<file path="src/rtl/result_stream_fifo_pkg.sv">
// result_stream_fifo_pkg: shared widths and packet-FSM state encodings (rev 1.0)
`default_nettype none

package result_stream_fifo_pkg;

  localparam int STREAM_W = 64;
  localparam int RES_W    = 32;

  localparam logic [1:0] ST_IDLE = 2'd0;
  localparam logic [1:0] ST_RUN  = 2'd1;
  localparam logic [1:0] ST_FIN  = 2'd2;

  typedef enum logic [1:0] {
    S_IDLE = ST_IDLE,
    S_RUN  = ST_RUN,
    S_FIN  = ST_FIN
  } state_t;

endpackage

`default_nettype wire

</file>
<file path="src/rtl/result_stream_fifo_sync_fifo.sv">
// sync_fifo: DEPTH x W first-word-fall-through buffer with synchronous flush (rev 1.0)
`default_nettype none

module sync_fifo #(
  parameter int DEPTH = 16,
  parameter int AW    = 4,
  parameter int W     = 64
) (
  input  logic         clk,
  input  logic         rst,
  input  logic         flush,
  input  logic         wr_en,
  input  logic [W-1:0] wr_data,
  input  logic         rd_en,
  output logic [W-1:0] rd_data,
  output logic         full,
  output logic         empty
);

  localparam logic [AW:0] FULL_CNT = (AW+1)'(DEPTH);

  logic [W-1:0]  mem [DEPTH];
  logic [AW-1:0] wr_ptr;
  logic [AW-1:0] rd_ptr;
  logic [AW:0]   count;
  logic          do_wr;
  logic          do_rd;

  // Guards keep the occupancy consistent even if a caller ignores full/empty.
  assign do_wr   = wr_en & ~full;
  assign do_rd   = rd_en & ~empty;
  assign full    = (count == FULL_CNT);
  assign empty   = (count == '0);
  assign rd_data = mem[rd_ptr];

  always_ff @(posedge clk or posedge rst) begin
    if (rst) begin
      wr_ptr <= '0;
      rd_ptr <= '0;
      count  <= '0;
    end else if (flush) begin
      wr_ptr <= '0;
      rd_ptr <= '0;
      count  <= '0;
    end else begin
      if (do_wr) wr_ptr <= wr_ptr + 1'b1;
      if (do_rd) rd_ptr <= rd_ptr + 1'b1;
      if (do_wr && !do_rd)      count <= count + 1'b1;
      else if (!do_wr && do_rd) count <= count - 1'b1;
    end
  end

  always_ff @(posedge clk) begin
    if (do_wr) mem[wr_ptr] <= wr_data;
  end

endmodule

`default_nettype wire

</file>
<file path="src/rtl/result_stream_fifo.sv">
// result_stream_fifo: packs result pairs into 64-bit beats and streams a counted packet (rev 1.0)
`default_nettype none

module result_stream_fifo
  import result_stream_fifo_pkg::*;
#(
  parameter int DEPTH = 16,
  parameter int AW    = 4
) (
  input  logic                clk,
  input  logic                rst,
  input  logic                start,
  input  logic [15:0]         beat_total,
  input  logic                res_v,
  input  logic [RES_W-1:0]    res_1,
  input  logic [RES_W-1:0]    res_2,
  output logic                res_ready,
  input  logic                dst_ready,
  output logic                dst_valid,
  output logic [STREAM_W-1:0] dst_data,
  output logic                dst_last,
  output logic                busy,
  output logic                done,
  output logic                ovf
);

  state_t                state;
  state_t                state_nxt;
  logic [15:0]           total;
  logic [15:0]           wr_cnt;
  logic [15:0]           rd_cnt;
  logic                  run;
  logic                  full;
  logic                  empty;
  logic                  wr_en;
  logic                  rd_en;
  logic [STREAM_W-1:0]   fifo_q;

  assign run       = (state == S_RUN);
  assign busy      = run;
  assign done      = (state == S_FIN);
  assign res_ready = run & ~full & (wr_cnt < total);
  assign wr_en     = res_v & res_ready;
  assign dst_valid = run & ~empty;
  assign rd_en     = dst_valid & dst_ready;
  assign dst_last  = dst_valid & (rd_cnt == total - 16'd1);
  // Storage is unreset, so the data bus is forced to zero whenever no beat is offered.
  assign dst_data  = dst_valid ? fifo_q : '0;

  sync_fifo #(
    .DEPTH (DEPTH),
    .AW    (AW),
    .W     (STREAM_W)
  ) u_fifo (
    .clk     (clk),
    .rst     (rst),
    .flush   (start),
    .wr_en   (wr_en),
    .wr_data ({res_2, res_1}),
    .rd_en   (rd_en),
    .rd_data (fifo_q),
    .full    (full),
    .empty   (empty)
  );

  always_ff @(posedge clk or posedge rst) begin
    if (rst) state <= S_IDLE;
    else     state <= state_nxt;
  end

  // A start in any state restarts the packet.
  always_comb begin
    state_nxt = state;
    if (start) begin
      state_nxt = (beat_total != 16'd0) ? S_RUN : S_FIN;
    end else begin
      case (state)
        S_RUN:   if (rd_en && dst_last) state_nxt = S_FIN;
        S_FIN:   state_nxt = S_IDLE;
        default: state_nxt = state;
      endcase
    end
  end

  always_ff @(posedge clk or posedge rst) begin
    if (rst) begin
      total  <= '0;
      wr_cnt <= '0;
      rd_cnt <= '0;
      ovf    <= 1'b0;
    end else if (start) begin
      total  <= beat_total;
      wr_cnt <= '0;
      rd_cnt <= '0;
      ovf    <= 1'b0;
    end else begin
      if (wr_en) wr_cnt <= wr_cnt + 16'd1;
      if (rd_en) rd_cnt <= rd_cnt + 16'd1;
      if (run && res_v && !res_ready) ovf <= 1'b1;
    end
  end

endmodule

`default_nettype wire

</file>
<file path="config.mk">
export PLATFORM = sky130hd
export DESIGN_NAME = result_stream_fifo
export DESIGN_NICKNAME = d
export VERILOG_FILES = /design/src/rtl/result_stream_fifo_pkg.sv /design/src/rtl/result_stream_fifo_sync_fifo.sv /design/src/rtl/result_stream_fifo.sv
export SDC_FILE = /design/constraint.sdc
export NUM_CORES = 1
export LEC_CHECK = 0
export CAP_MARGIN = 20
export CORE_ASPECT_RATIO = 1.2
export CORE_MARGIN = 2
export CORE_UTILIZATION = 60
export DETAILED_ROUTE_END_ITERATION = 10
export PLACE_DENSITY = 0.77
export SYNTH_ARGS = -nofsm -noshare
export SYNTH_HDL_FRONTEND = slang
export SYNTH_SLANG_ARGS = --single-unit
</file>
<file path="constraint.sdc">
create_clock -name clk -period 17.13 [get_ports clk]
set_input_delay 3.426 -clock clk [delete_from_list [all_inputs] [get_ports clk]]
set_output_delay 3.426 -clock clk [all_outputs]
set_load 0.02 [all_outputs]
</file>
==> reports/metrics.cfg <==
[min_path]
hp-class = reg2reg
hp-start = ovf$_DFFE_PP0P_

[grt]
grt-ovfl-total = 0
antenna_found_initial = 5
grt_max_degree = 97
grt_pass1_wl_um = 142400
grt.total_usage = 0.2706
first_global_vias = 21630

[finish]
drive_gt1_frac = 0.2396
fin_cells = 3180
synthToLayoutAreaGrowth_pct = 14.29
nFillCells = 4094
final_nets = 2280

[routing]
drc = 0
drtAntennaViolNets = 0
finalWirelength_um = 96610
wl_per_cell_um = 30.38
dr.pass1.iters = 7
initialDrtViolationCount = 2401
vias_per_cell = 6.589
vias = 20952

[synthesis]
synth-edff-count = 1024
synth_area_per_cell_sq_um = 21.77
seq_area_frac_synth = 0.7556
synth_fp_nets = 2080
synth.distinct_cells = 51
syn_inst = 1967
synth_seq_cells = 1088
ys.warnings.count = 0
synth_area_sq_um = 42810
postSynth.asyncResetShare = 0.05882
ys.flop_type = edfxtp_1

[setup_path]
cp.arrival_ns = 5.57
slowest_stage = buf_4
required_ns = 13.70
critPathMaxStageDelay_ns = 0.78
cp-startpoint = u_fifo.rd_ptr[0]$_DFFE_PP0P_
start_kind = register
worst_setup_path_end_kind = output port
critPathBufInv = 5
rr_startpoint = total[13]$_DFFE_PP0P_
path_cells = buf_4, buf_12, buf_4, buf_16, mux4_2, mux4_2, and2_1, clkdlybuf4s50_1
cp_top_family = buffers and inverters
cp_max_fo = 96
crit_type = reg2out

[clock_network]
insertion_delay_ns = 0.67
post_cts_buffers = 0
root_buffer = clkbuf_16
hold_buffers = 0
cts_resized = 0
cts-buffers-inserted = 103
clkSinkCount = 1088
cts.htree.levels = 3
max-clock-path-buffers = 3
cts.clk_slew.worst_paths_ns = 0.06
cts_tree = done

[die]
die_h_um = 296.6
io_pins = 155
dieArea_sq_um = 73510
core_sq_um = 70820
rows = 107
start_util = 0.6045
die_width_um = 247.8

[timing]
slew_viol_final = 0
maxSlewHeadroom = 0.2703
skew_ns = 0.03162
fin_tns_setup_ns = 0
finalCritPeriodShare = 0.5254
min_period_ns = 8.999
finalSetupViolCount = 0
setup_ws_ns = 8.131
hold_violations = 0
max_freq_ghz = 0.1111
holdWs_ns = 0.4941
worst-slew-pin-transition_ns = 1.095
rsz0062_at_grt = false

[placement]
gp_congestion = 0.8302
port_buffers = 154
dp.cells = 2987
post-place-ws_ns = 8.460
hpwlAfterDp_um = 46410

[run_status]
outcome = completed

[power_and_ir_drop]
ir_drop_uv = 202.9
leakage_nw = 15.31
power.density_nw_per_um2 = 133.4
total_power_mw = 6.526

[run]
drv_cap = 0

-- placed cells by master (no fill, tap or decap), types with 3 or more instances in the layout --
cell	instances
inv_6	3
nand4_1	6
nor3_1	16
dfrtp_1	60
clkbuf_16	104
bufinv_16	13
and2_4	4
a31oi_1	3
mux4_2	320
a21oi_1	20
ha_1	27
and3_4	4
clkinvlp_4	4
or3_1	3
xor2_1	22
inv_1	29
nand2_1	46
nor3_2	7
dfrtp_4	4
and2_1	65
a211oi_1	3
edfxtp_1	1024
xnor2_1	33
nor2b_1	8
o21ai_0	30
diode_2	4
nor4_1	12
nand3_1	25
nor2_1	52
clkinv_1	20
mux2_2	3
and3_1	9
clkdlybuf4s50_1	153
inv_16	3
buf_4	36
clkbuf_1	17
clkinv_2	20
-- metal layers --
| layer | vias up | GRT usage | routed length (um) |
|---|---|---|---|
| li1 | 8573 | - | - |
| met1 | 11141 | 0.3730 | 36680 |
| met2 | 1084 | 0.4489 | 49900 |
| met3 | 150 | 0.04439 | 7704 |
| met4 | 4 | 0.08997 | 2295 |
| met5 | - | 0 | 27 |
-- final timing paths --
kind / end / slack [ns] / cells past startpoint
setup / recovery: dst_data[60] / 8.13 / 8
hold / removal: ovf$_DFFE_PP0P_ / 0.49 / 2
setup reg to reg: u_fifo.mem[12][50]$_DFFE_PP_ / 12.46 / 11
hold reg to reg: ovf$_DFFE_PP0P_ / 0.49 / 2
max in group asynchronous: u_fifo.rd_ptr[3]$_DFFE_PP0P_ / 13.15 / 3
min in group asynchronous: total[15]$_DFFE_PP0P_ / 3.34 / 3
-- cells by family (layout without fill, tap and decap cells) --
group,after synthesis,count (layout),share of synthesized area
flip-flops,1088,1088,0.7556
multiplexers,324,324,0.1694
AND/OR/NAND/NOR,271,271,0.03311
buffers and inverters,127,410,0.01192
AO/OA/AOI/OAI,74,74,0.01035
XOR/XNOR,55,55,0.01125
adder cells (fa/ha/maj),28,28,0.008358
other,0,4,0
-- sequential cells by signal (all words and copies together), names as in the netlist --
| register | count |
|---|---|
| ovf | 1 |
| rd_cnt | 16 |
| state | 2 |
| total | 16 |
| u_fifo.count | 5 |
| u_fifo.mem | 1024 |
| u_fifo.rd_ptr | 4 |
| u_fifo.wr_ptr | 4 |
| wr_cnt | 16 |
-- where the power goes --
group          leakage [nW]  switching, mW  total (mW)  internal [mW]
clock network          1.66          0.971        2.29           1.32
registers              10.1         0.0466        3.01           2.97
logic                  3.57          0.610        1.22          0.614
total                  15.3           1.63        6.53           4.90
-- synthesized netlist by cell type, drive strengths merged, types with 3 or more instances --
cell	n	area (sq um)
a211oi	3	22.52
nor3b	3	22.52
xnor2	33	289.0
o21ai	31	155.1
buf	32	153.9
nand3	25	125.1
a2111oi	3	32.53
nor2	52	195.2
nand2	46	172.7
mux2	3	33.78
edfxtp	1024	30750
nand4	6	37.54
and3	13	81.33
mux4	320	7207
nor2b	8	50.05
dfrtp	64	1602
clkbuf	65	244.0
nor4	12	75.07
nor3	23	115.1
a21oi	21	105.1
and2	69	431.7
a31oi	3	18.77
or3	3	18.77
inv	30	112.6
xor2	22	192.7
ha	27	337.8
-- tightest hold or removal path, cell delays in order, from the launching register on --
cell	delay [ns]
dfrtp_1	0.34
a31oi_1	0.04
nor2_1	0.07
-- cell type report --
type                            instances  area [sq um]  share of cell area
Antenna cell                            4         10.01           0.0002046
Clock buffer                          122          2680             0.05477
Clock inverter                         66         718.2             0.01468
Inverter                               30         112.6            0.002301
Multi-Input combinational cell        752         10030              0.2050
Sequential cell                      1088         32370              0.6614
Tap cell                              926          1159             0.02368
Timing Repair Buffer                  192          1854             0.03790
-- through the flow --
stage / cell area, sq um / util
global route: 48930 / 0.6909
finish: 48930 / 0.6909
global placement: 45500 / 0.6424
CTS: 48890 / 0.6904
floorplan: 42810 / -
detailed placement: 45500 / 0.6424
(Power assumes the default switching activity.)
